==> src/rtl/regfile_write_arbiter.sv <==
// Write-port owner for the 9-entry register file: round-robin arbitration
// between two writeback requesters, a clear sweep over addresses 1..NREGS-1,
// and filtering of writes to $0 and out-of-range addresses.
module regfile_write_arbiter #(
  parameter int DW    = 8,
  parameter int AW    = 4,
  parameter int NREGS = 9
) (
  input  logic          CLK,
  input  logic          RST,
  input  logic          clr_req,
  output logic          clr_busy,
  input  logic          req0_valid,
  input  logic [AW-1:0] req0_addr,
  input  logic [DW-1:0] req0_data,
  output logic          req0_ready,
  input  logic          req1_valid,
  input  logic [AW-1:0] req1_addr,
  input  logic [DW-1:0] req1_data,
  output logic          req1_ready,
  output logic [DW-1:0] wd3,
  output logic [AW-1:0] wa3,
  output logic          we3,
  output logic          drop_err
);

  typedef enum logic {
    ARB   = 1'b0,
    CLEAR = 1'b1
  } state_t;

  localparam logic [AW-1:0] CNT_FIRST = AW'(1);
  localparam logic [AW-1:0] CNT_LAST  = AW'(NREGS - 1);
  localparam logic [AW:0]   ADDR_LIM  = (AW + 1)'(NREGS);

  state_t        state, state_n;
  logic [AW-1:0] cnt, cnt_n;
  logic          rr, rr_n;
  logic [DW-1:0] wd3_n;
  logic [AW-1:0] wa3_n;
  logic          we3_n, drop_n, busy_n;

  logic          gnt;
  logic          gsel;
  logic [AW-1:0] g_addr;
  logic [DW-1:0] g_data;
  logic          g_zero, g_illegal;

  // Granted request's payload and address classification.
  always_comb begin
    g_addr    = gsel ? req1_addr : req0_addr;
    g_data    = gsel ? req1_data : req0_data;
    g_zero    = (g_addr == '0);
    g_illegal = ({1'b0, g_addr} >= ADDR_LIM);
  end

  // Next-state, arbitration and next write-port values.
  // The write-port registers are loaded one edge ahead of the state so that
  // the sweep's first write (address 1) is visible in the cycle right after
  // clr_req is taken; in CLEAR the register is therefore loaded with cnt+1.
  always_comb begin
    state_n    = state;
    cnt_n      = cnt;
    rr_n       = rr;
    wd3_n      = wd3;
    wa3_n      = wa3;
    we3_n      = 1'b0;
    drop_n     = 1'b0;
    busy_n     = 1'b0;
    req0_ready = 1'b0;
    req1_ready = 1'b0;
    gnt        = 1'b0;
    gsel       = 1'b0;
    if (!RST) begin
      case (state)
        ARB: begin
          if (clr_req) begin
            state_n = CLEAR;
            cnt_n   = CNT_FIRST;
            we3_n   = 1'b1;
            wa3_n   = CNT_FIRST;
            wd3_n   = '0;
            busy_n  = 1'b1;
          end else begin
            if (req0_valid && req1_valid) begin
              gnt  = 1'b1;
              gsel = rr;
            end else if (req0_valid) begin
              gnt  = 1'b1;
              gsel = 1'b0;
            end else if (req1_valid) begin
              gnt  = 1'b1;
              gsel = 1'b1;
            end
            if (gnt) begin
              req0_ready = ~gsel;
              req1_ready = gsel;
              rr_n       = ~gsel;
              wa3_n      = g_addr;
              wd3_n      = g_data;
              we3_n      = ~g_zero & ~g_illegal;
              drop_n     = g_illegal;
            end
          end
        end
        CLEAR: begin
          if (cnt == CNT_LAST) begin
            state_n = ARB;
            cnt_n   = CNT_FIRST;
          end else begin
            cnt_n  = cnt + AW'(1);
            we3_n  = 1'b1;
            wa3_n  = cnt + AW'(1);
            wd3_n  = '0;
            busy_n = 1'b1;
          end
        end
        default: state_n = ARB;
      endcase
    end
  end

  // State, sweep counter, round-robin pointer and registered write port.
  always_ff @(posedge CLK) begin
    if (RST) begin
      state    <= ARB;
      cnt      <= CNT_FIRST;
      rr       <= 1'b0;
      we3      <= 1'b0;
      wa3      <= '0;
      wd3      <= '0;
      drop_err <= 1'b0;
      clr_busy <= 1'b0;
    end else begin
      state    <= state_n;
      cnt      <= cnt_n;
      rr       <= rr_n;
      we3      <= we3_n;
      wa3      <= wa3_n;
      wd3      <= wd3_n;
      drop_err <= drop_n;
      clr_busy <= busy_n;
    end
  end

endmodule

==> config.mk <==
export PLATFORM = sky130hd
export DESIGN_NAME = regfile_write_arbiter
export DESIGN_NICKNAME = d
export VERILOG_FILES = /design/src/rtl/regfile_write_arbiter.sv
export SDC_FILE = /design/constraint.sdc
export NUM_CORES = 1
export LEC_CHECK = 0
export CAP_MARGIN = 10
export CORE_MARGIN = 5
export CORE_UTILIZATION = 37
export CTS_CLUSTER_SIZE = 25
export DETAILED_ROUTE_END_ITERATION = 10
export HOLD_SLACK_MARGIN = 0.08
export PLACE_DENSITY = 0.8
export SETUP_SLACK_MARGIN = 0.4
export SLEW_MARGIN = 10
export SYNTH_ARGS = -nofsm -noshare
export SYNTH_HDL_FRONTEND = slang
export SYNTH_SLANG_ARGS = --single-unit
==> constraint.sdc <==
create_clock -name CLK -period 1.6 [get_ports CLK]
set_input_delay 0.32 -clock CLK [delete_from_list [all_inputs] [get_ports CLK]]
set_output_delay 0.32 -clock CLK [all_outputs]
set_load 0.02 [all_outputs]
==> reports/summary.log <==
qor: outcome.result_of_the_run finished, final reports clean
qor: route.average_routed_wire_per_standard_cell 16.81 um
qor: final_layout.synthToLayoutAreaGrowth 80.51%
qor: cts.cts_hold_repair.buffers 0
qor: synthesis.netlist_instances 115
qor: synthesis.synth.distinct_cells 40
qor: run.cap_viol_max_count 0
qor: synthesis.asyncSetResetFlopFracSynth 0%
qor: critical_path.worst_path_arrival 1200 ps
qor: route.drt-initial-drc-count 56
qor: critical_path.startpoint state
qor: min_path.hold_path.class reg -> reg
qor: synthesis.postSynth.topFlopCell sky130_fd_sc_hd__dfxtp_1
qor: cts.clock-sinks 20
qor: final_layout.commonest_non_fill_non_tap_cell_in_the_layout sky130_fd_sc_hd__buf_4
qor: grt.largest_net_degree_at_the_start_of_global_routing 17
qor: route.number_of_nets_with_antenna_violations_after_detailed_routing 0
qor: route.viasPerCell 5.577
qor: grt.grt_pass1_wl 5671 um
qor: place.place.port_buffers 45
qor: grt.grt_pass1_vias 1252
qor: critical_path.critical_path_class reg -> out
qor: route.postRouteWirelength 3732 um
qor: power_and_ir_drop.p_leak 0.8433 nW
qor: sta.timing_hold_violations_final 0
qor: sta.finalHoldWorstSlack 469.2 ps
qor: synthesis.mappedNetlistNets 146
qor: critical_path.crit_path_end_kind primary output
qor: final_layout.num_antenna_cells 0
qor: synthesis.average_cell_area_after_synthesis 9.041 um2
qor: sta.relSlewSlack 78.45%
qor: grt.antenna_found_initial 0
qor: route.drcViolationCount 0
qor: cts.tritoncts.num_buffers 3
qor: place.post-dp-hpwl 2535 um
qor: sta.max_freq 659.7 MHz
qor: critical_path.cp_max_fo 3
qor: final_layout.finish.net_count 223
qor: route.num_vias 1238
qor: floorplan.placeableCoreArea 2734 um2
qor: floorplan.floorplan.die.height 63.01 um
qor: power_and_ir_drop.power.ir.vdd_worst 453.1 uV
qor: place.gp_congestion 0.8108
qor: critical_path.critPathRequiredTime 1280 ps
qor: final_layout.final_cell_mix sky130_fd_sc_hd__buf_4, sky130_fd_sc_hd__clkdlybuf4s50_1, sky130_fd_sc_hd__dfxtp_1, sky130_fd_sc_hd__buf_2, sky130_fd_sc_hd__mux2i_1
qor: critical_path.ff2ff_path_depth 6
qor: sta.final_min_period_over_clock_period 94.74%
qor: synthesis.synth-seq-cells 20
qor: final_layout.fraction_of_layout_cells_with_a_size_suffix_above_1 45.03%
qor: power_and_ir_drop.p_per_area 642.1 nW/um2
qor: cts.path_clk_slew 120 ps
qor: critical_path.reg2reg_from cnt[0]
qor: synthesis.yosysWarningCount 0
qor: sta.rsz0062_at_grt true
qor: route.drt_pre_antenna_iters 4
qor: floorplan.die_area 3970 um2
qor: synthesis.synth-seq-area-share 38.51%
qor: critical_path.critical_path.startpoint_type register
qor: synthesis.syn-cell-area 1040 um2
qor: sta.period_needed 1516 ps
qor: sta.fin_skew 3.992 ps
qor: cts.clock-root-buffer sky130_fd_sc_hd__clkbuf_4
qor: grt.global_route_usage_over_all_layers 17.49%
qor: sta.finalSetupViolCount 0
qor: place.post-place-ws -536.7 ps
qor: cts.cts.htree.levels 1
qor: sta.report.final.slew_viol_count 0
qor: floorplan.rows 19
qor: cts.cts_tree yes
qor: sta.max_slew.worst_pin.slew 320.3 ps
qor: synthesis.synth_edf_count 0
qor: sta.setup_slack 84.13 ps
qor: min_path.hold_depth 1
qor: floorplan.initial_utilization 38.03%
qor: final_layout.fillerInstances 197
qor: floorplan.ioPinCount 46
qor: min_path.min-delay-start wd3[1]
qor: cts.ctsLongestPathBuffers 2
qor: cts.clk_latency 300 ps
qor: grt.total_gr_overflow 0
qor: floorplan.die_width 63.01 um
-- sequential cells by signal (all words and copies together), names as in the netlist --
register  count
cnt           4
drop_err      1
rr            1
state         1
wa3           4
wd3           8
we3           1
-- what timing repair did --
| action | CTS | global route |
|---|---|---|
| setup endpoints to repair | 36 | 25 |
| cloned | 1 | 0 |
| buffers inserted | 7 | 5 |
| resized for setup | 100 | 9 |
| pin swaps | 14 | 2 |
-- final timing paths --
check	to	slack (ps)
worst max register to register	wa3[2]	110
worst max-delay path	req1_ready	80
worst min register to register	wd3[1]	470
worst min-delay path	wd3[1]	470
-- area by class of cell --
cell class	instances	area, um2	share of cell area (%)
well taps	31	38.79	2.067
repair buffers	76	630.6	33.60
inverters	7	30.03	1.600
clock buffers	4	36.28	1.933
multi-input cells	84	729.5	38.87
flip-flops and latches	20	411.6	21.93
-- power breakdown --
group	internal (mW)	switching, mW
Combinational	0.188	0.174
Clock	0.139	0.162
Sequential	0.525	0.0169
-- cells in the mapped netlist (3+ instances only) --
master                       n  area share [%]
sky130_fd_sc_hd__nor3_1      4             1.9
sky130_fd_sc_hd__a211oi_1    4             2.9
sky130_fd_sc_hd__nand3_1     3             1.4
sky130_fd_sc_hd__o21ai_0     3             1.4
sky130_fd_sc_hd__nand2b_1    3             1.8
sky130_fd_sc_hd__o2bb2ai_1   8             6.7
sky130_fd_sc_hd__nand2_1     8             2.9
sky130_fd_sc_hd__dfxtp_1    20              39
sky130_fd_sc_hd__inv_1       6             2.2
sky130_fd_sc_hd__mux2i_1     9             8.7
sky130_fd_sc_hd__nor2_1      9             3.2
sky130_fd_sc_hd__a21oi_1     5             2.4
-- critical path, cell delays in order, from the launching register on --
cell	delay (ps)
sky130_fd_sc_hd__dfxtp_4	370
sky130_fd_sc_hd__buf_4	140
sky130_fd_sc_hd__nor2_4	90
sky130_fd_sc_hd__nand3_2	90
sky130_fd_sc_hd__inv_2	90
sky130_fd_sc_hd__buf_6	110
-- metal layers --
metal  GRT usage, %  vias to the layer above  share of wire [%]
li1               -                      580                  -
met1          21.01                      606                 41
met2          30.13                       46                 52
met3          2.878                        6                5.8
met4          7.692                        0                1.5
met5              0                        -                  0
-- stage by stage --
step                total power, mW  util (%)  instance area [um2]  TNS [ps]  cells
floorplan                    0.6971         -                 1082         0    115
global placement             0.8637     61.28                 1675     -4518    205
detailed placement           0.8738     61.28                 1675     -4647    205
CTS                           1.180     66.13                 1808         0    217
global route                  1.254     68.65                 1877         0    222
finish                        1.205     68.65                 1877         0    222
-- cells by family after synthesis --
group                    after synthesis  synth area share, %
AO/OA/AOI/OAI                         32                23.35
XOR/XNOR                               2                1.685
adder cells (fa/ha/maj)                2                2.406
buffers and inverters                 12                6.256
flip-flops                            20                38.51
multiplexers                           9                8.665
AND/OR/NAND/NOR                       38                19.13
Note: power is estimated with default switching activity, not from simulation.
